`src/rtl/manycore_eva_npa_xlate.sv`:
```
// manycore_eva_npa_xlate
// Maps a 32-bit core effective virtual address onto a network destination:
// a tile coordinate {pod, sub} plus a word address inside that tile. There
// are three regions: DRAM, hashed across the vcache banks north and south of
// the pod; global tile; and tile-group, which is relative to the group origin.
// Any other EVA is flagged invalid, and all translated outputs are then zero.
// Optional feature: define EVA_NPA_OUT_REG_EN to register all four outputs
// (one cycle of latency, synchronous active-high reset). Without it, the
// block is purely combinational and clk_i/reset_i are ignored.
module manycore_eva_npa_xlate #(
  parameter int data_width_p                 = 32,
  parameter int addr_width_p                 = 16,
  parameter int x_cord_width_p               = 6,
  parameter int y_cord_width_p               = 6,
  parameter int pod_x_cord_width_p           = 2,
  parameter int pod_y_cord_width_p           = 2,
  parameter int epa_byte_addr_width_p        = 18,
  parameter int num_tiles_x_p                = 16,
  parameter int num_tiles_y_p                = 8,
  parameter int num_vcache_rows_p            = 1,
  parameter int vcache_block_size_in_words_p = 8,
  parameter int vcache_size_p                = 4096,
  parameter int vcache_sets_p                = 64
) (
  input  logic                                             clk_i,
  input  logic                                             reset_i,
  input  logic [31:0]                                      eva_i,
  input  logic [x_cord_width_p-pod_x_cord_width_p-1:0]     tgo_x_i,
  input  logic [y_cord_width_p-pod_y_cord_width_p-1:0]     tgo_y_i,
  input  logic [pod_x_cord_width_p-1:0]                    pod_x_i,
  input  logic [pod_y_cord_width_p-1:0]                    pod_y_i,
  output logic [x_cord_width_p-1:0]                        x_cord_o,
  output logic [y_cord_width_p-1:0]                        y_cord_o,
  output logic [addr_width_p-1:0]                          epa_o,
  output logic                                             is_invalid_addr_o
);

  localparam int XS  = x_cord_width_p - pod_x_cord_width_p;
  localparam int YS  = y_cord_width_p - pod_y_cord_width_p;
  localparam int PY  = pod_y_cord_width_p;
  localparam int E   = epa_byte_addr_width_p;
  localparam int WO  = $clog2(vcache_block_size_in_words_p);
  localparam int LGX = $clog2(num_tiles_x_p);
  localparam int LGR = $clog2(num_vcache_rows_p);
  // Bit position of the first DRAM index bit above the bank-select fields.
  localparam int IDX_LO = WO + LGX + 1 + LGR;
  localparam int XW1 = XS + 1;
  localparam int YW1 = YS + 1;

  // Catch illegal parameter combinations at elaboration time.
  if (vcache_size_p % (vcache_sets_p * vcache_block_size_in_words_p) != 0) begin : g_bad_vcache
    $error("vcache_size_p must be a multiple of vcache_sets_p * block size");
  end
  if (epa_byte_addr_width_p + x_cord_width_p + y_cord_width_p > 30) begin : g_bad_widths
    $error("global EVA fields exceed the 30-bit address payload");
  end
  if (data_width_p != 32) begin : g_bad_data_width
    $error("data_width_p must be 32");
  end

  // Word address: the byte offset is dropped, and bit 31 selects the region.
  logic [28:0] w;
  assign w = eva_i[30:2];

  // The two low byte-offset bits never influence routing, and the clock and
  // reset are only used when the output register is built.
  logic unused_ok;
  assign unused_ok = &{1'b0, clk_i, reset_i, eva_i[1:0]};

  // DRAM bank hashing fields
  logic [XS-1:0]  dram_bx;
  logic           dram_bs;
  logic [YS-1:0]  dram_br;
  logic [28:0]    dram_idx;
  // Tile-group sums, one bit wider so that overflow is seen as out of range
  logic [XW1-1:0] tg_sx;
  logic [YW1-1:0] tg_sy;
  // Shared byte-offset word address of the global and tile-group regions
  logic [addr_width_p-1:0] tile_epa;

  assign dram_bx  = XS'((w >> WO) & 29'(num_tiles_x_p - 1));
  assign dram_bs  = w[WO+LGX];
  assign dram_br  = YS'((w >> (WO + LGX + 1)) & 29'(num_vcache_rows_p - 1));
  assign dram_idx = ((w >> IDX_LO) << WO) | (w & 29'(vcache_block_size_in_words_p - 1));

  assign tg_sx    = XW1'(tgo_x_i) + XW1'(eva_i[E +: XS]);
  assign tg_sy    = YW1'(tgo_y_i) + YW1'(eva_i[E+XS +: YS]);

  assign tile_epa = addr_width_p'((eva_i & ((32'd1 << E) - 32'd1)) >> 2);

  logic [x_cord_width_p-1:0] x_nxt;
  logic [y_cord_width_p-1:0] y_nxt;
  logic [addr_width_p-1:0]   epa_nxt;
  logic                      inv_nxt;

  // Region decode and per-region coordinate selection; invalid forces zeros
  always_comb begin
    x_nxt   = '0;
    y_nxt   = '0;
    epa_nxt = '0;
    inv_nxt = 1'b0;
    if (eva_i[31]) begin
      x_nxt   = {pod_x_i, dram_bx};
      // North banks count down from the bottom row of the pod above.
      if (dram_bs) y_nxt = {pod_y_i + PY'(1), dram_br};
      else         y_nxt = {pod_y_i - PY'(1), YS'((2 ** YS) - 1) - dram_br};
      epa_nxt = addr_width_p'(dram_idx);
      inv_nxt = (dram_idx >= 29'(vcache_size_p));
    end else if (eva_i[30]) begin
      x_nxt   = eva_i[E +: x_cord_width_p];
      y_nxt   = eva_i[E+x_cord_width_p +: y_cord_width_p];
      epa_nxt = tile_epa;
    end else if (eva_i[29]) begin
      x_nxt   = {pod_x_i, XS'(tg_sx)};
      y_nxt   = {pod_y_i, YS'(tg_sy)};
      epa_nxt = tile_epa;
      inv_nxt = (tg_sx >= XW1'(num_tiles_x_p)) || (tg_sy >= YW1'(num_tiles_y_p));
    end else begin
      inv_nxt = 1'b1;
    end
    if (inv_nxt) begin
      x_nxt   = '0;
      y_nxt   = '0;
      epa_nxt = '0;
    end
  end

`ifdef EVA_NPA_OUT_REG_EN
  // Output register: one cycle of latency; reset clears every output
  always_ff @(posedge clk_i) begin
    if (reset_i) begin
      x_cord_o          <= '0;
      y_cord_o          <= '0;
      epa_o             <= '0;
      is_invalid_addr_o <= 1'b0;
    end else begin
      x_cord_o          <= x_nxt;
      y_cord_o          <= y_nxt;
      epa_o             <= epa_nxt;
      is_invalid_addr_o <= inv_nxt;
    end
  end
`else
  assign x_cord_o          = x_nxt;
  assign y_cord_o          = y_nxt;
  assign epa_o             = epa_nxt;
  assign is_invalid_addr_o = inv_nxt;
`endif

endmodule

```
`config.mk`:
```
export PLATFORM = sky130hd
export DESIGN_NAME = manycore_eva_npa_xlate
export DESIGN_NICKNAME = d
export VERILOG_FILES = /design/src/rtl/manycore_eva_npa_xlate.sv
export SDC_FILE = /design/constraint.sdc
export NUM_CORES = 1
export LEC_CHECK = 0
export ABC_AREA = 1
export BUFFER_PORTS_ARGS = -buffer_cell sky130_fd_sc_hd__buf_4
export CAP_MARGIN = 20
export CORE_AREA = 2 2 52 54
export DETAILED_ROUTE_END_ITERATION = 10
export DIE_AREA = 0 0 54 56
export GPL_ROUTABILITY_DRIVEN = 0
export PLACE_DENSITY = 0.78
export SLEW_MARGIN = 20
export SYNTH_ARGS = -nofsm -noshare
export SYNTH_HDL_FRONTEND = slang
export SYNTH_SLANG_ARGS = --single-unit
```
`constraint.sdc`:
```
create_clock -name vclk -period 1.96
set_input_delay 0.098 -clock vclk [all_inputs]
set_output_delay 0.098 -clock vclk [all_outputs]
set_load 0.05 [all_outputs]
```
==> flow_summary_export.csv <==
group,metric,value,unit
power_and_ir_drop,ir_drop,222.3,uV
final_layout,seq_cells,0,
critical_path,path_max_fanout,8,
timing,worst_pin_slew,0.5080,ns
timing,hold_viol_final,0,
timing,tns,0,ns
power_and_ir_drop,powerDensity,319.4,mW/mm^2
final_layout,finalNetCount,318,
critical_path,critPathBufInv,5,
synthesis,syn-cell-area,973.4,um^2
drt,drc,0,
power_and_ir_drop,sw_frac_of_total,59.47,%
place,numPortBuffers,71,
power_and_ir_drop,seqPwrFrac,0,%
final_layout,antenna_cells,0,
power_and_ir_drop,p_leak,0.9559,nW
final_layout,nFillCells,234,
synthesis,syn-num-nets,245,
die,core_area,0.002432,mm^2
critical_path,critical_path_class,"in -> out",
synthesis,synth_top_cell_by_area,"nand2_1",
synthesis,syn_inst,189,
critical_path,crit_path_top_delay_cell,"fa_2",
global_route,grt-ovfl-total,0,
drt,ant_nets,0,
final_layout,final-seq-area,0,um^2
timing,period_needed,1.858,ns
synthesis,avgSynthCellArea,5.150,um^2
synthesis,ys_seq_area_share,0,%
run,maxCapViolCount,0,
final_layout,area_growth,73.65,%
clock_tree,cts.hold.buffers_added,0,
final_layout,drive_gt1_share,43.46,%
critical_path,crit_cells,13,
global_route,antenna_found_initial,0,
critical_path,max_stage_delay,0.33,ns
drt,drt_iter0_drc,30,
power_and_ir_drop,power.total,0.0005399,W
critical_path,crit_family,"buffers and inverters",
critical_path,crit_required,1.86,ns
die,dieHeight,56,um
die,die_w,54,um
drt,routed_wl,3.194,mm
drt,vias,1390,
critical_path,crit_end,"is_invalid_addr_o",
timing,final_max_slew_viol_count,0,
worst_hold_path,hold_path.class,"in -> out",
global_route,grt_util_all_layers,18.11,%
die,rows,18,
synthesis,synth.distinct_cells,22,
drt,wl_per_cell,11.01,um
timing,max_freq,538.3,MHz
power_and_ir_drop,p_sw,0.0003211,W
timing,rsz0062_at_grt,"no",
timing,setup_viol,0,
critical_path,cp_cell_sequence,"buf_4 -> ha_2 -> inv_1 -> fa_2 -> inv_2 -> nand2_2 -> nand2_1 -> nand2_1 -> nand3_2 -> nor2_2 -> nor2_4 -> clkbuf_16 -> buf_4",
power_and_ir_drop,clock_power_share,0,%
die,boundaryPins,75,
power_and_ir_drop,combPwrFrac,100.0,%
outcome,status,"completed",
final_layout,clkbuf_count,0,
critical_path,end_kind,"output pin",
final_layout,final_util,69.50,%
synthesis,synth_top_area_share,20.44,%
place,dpl-instance-area,0.001558,mm^2
critical_path,arrival,1.76,ns
drt,first_pass_iters,4,
final_layout,design_area,0.001690,mm^2
global_route,grt_pass1_wl,4.457,mm
synthesis,synthTopCellsByArea,"nand2_1 20%, nor2_2 13%, inv_1 12%",
critical_path,start_kind,"input port",
timing,slew_headroom,66.01,%
global_route,grt_max_degree,23,
global_route,grt_pass1_vias,1049,
synthesis,ys_warn_count,0,
critical_path,crit_start,"eva_i[18]",
die,die-area,0.003024,mm^2
die,initial_core_util,40.02,%
place,dpl.hpwl,2.500,mm
timing,fin_crit_sh,94.78,%
power_and_ir_drop,intPower,0.0002188,W
drt,via_per_inst,4.793,
[layout make-up]
cell class	count	area (um^2)	area share, %
repair buffers	76	679.4	40.19
inverters	32	120.1	7.106
multi-input cells	152	853.3	50.48
well taps	30	37.54	2.221
[Yosys cell counts]
library cell  instances
a21oi_1               8
a31oi_1               2
buf_1                 1
buf_6                 2
clkbuf_1              2
fa_1                  2
ha_1                  8
inv_1                31
inv_2                 1
mux2i_1               2
nand2_1              53
nand3_1               9
nor2_1               21
nor2_2               20
nor2_4                1
nor3_1                1
o21ai_0              16
o21bai_1              1
o221ai_1              1
o22ai_1               1
or2_2                 5
xnor2_1               1
[routing by layer]
layer / GRT usage, % / part of all wire (%) / vias to the layer above / wire length [um]
met4: 0.7143 / 0 / 0 / 0
met3: 1.613 / 9.8 / 0 / 312
met5: 0 / 0 / - / 0
li1: - / - / 731 / -
met2: 30.31 / 47 / 59 / 1503
met1: 25.97 / 43 / 600 / 1378
[power by group through the flow]
| stage | combinational, W | clock, W | sequential (W) |
|---|---|---|---|
| detailed placement | 0.000497 | 0 | 0 |
| global placement | 0.000492 | 0 | 0 |
| global route | 0.000582 | 0 | 0 |
| floorplan | 0.000319 | 0 | 0 |
| finish | 0.000540 | 0 | 0 |
| CTS | 0.000499 | 0 | 0 |
[repair_timing]
item	CTS	global route
buffers inserted	0	0
resized for setup	0	24
setup endpoints to repair	0	16
[how the worst min path moves through the flow]
stage / start / end / slack [ns] / cells after the start
floorplan: eva_i[2] / epa_o[0] / 0.41 / 2
global placement: eva_i[4] / epa_o[2] / 0.55 / 4
detailed placement: eva_i[2] / epa_o[0] / 0.55 / 4
CTS: eva_i[2] / epa_o[0] / 0.55 / 4
global route: eva_i[2] / epa_o[0] / 0.58 / 4
finish: eva_i[3] / epa_o[1] / 0.55 / 4
[per-stage QoR]
| step | hold WS, ns | setup slack [ns] | cells |
|---|---|---|---|
| CTS | 0.5543 | 0.1049 | 288 |
| global placement | 0.5484 | 0.1228 | 288 |
| floorplan | 0.4112 | 0.1872 | 189 |
| finish | 0.5525 | 0.1023 | 290 |
| global route | 0.5765 | 0.006584 | 290 |
| detailed placement | 0.5520 | 0.1084 | 288 |
[kinds of logic (layout without fill, tap and decap cells)]
kind of cell | after synthesis | in the layout | share of synthesized area (%)
simple gates | 110 | 110 | 50.90
fa+ha+maj | 10 | 10 | 14.40
xor+xnor | 1 | 1 | 0.8999
compound gates | 29 | 29 | 15.94
buf+inv | 37 | 108 | 15.81
mux | 2 | 2 | 2.057
[placed cells by master, fill, tap and decap left out, drive strengths merged, types with 2 or more instances in the layout]
cell type | synthesis | layout
mux2i | 2 | 2
nand2 | 53 | 53
o21ai | 16 | 16
nand3 | 9 | 9
or2 | 5 | 5
ha | 8 | 8
clkbuf | 2 | 2
inv | 32 | 32
a21oi | 8 | 8
buf | 3 | 74
fa | 2 | 2
nor2 | 42 | 42
a31oi | 2 | 2
Note: power is estimated with default switching activity, not from simulation.
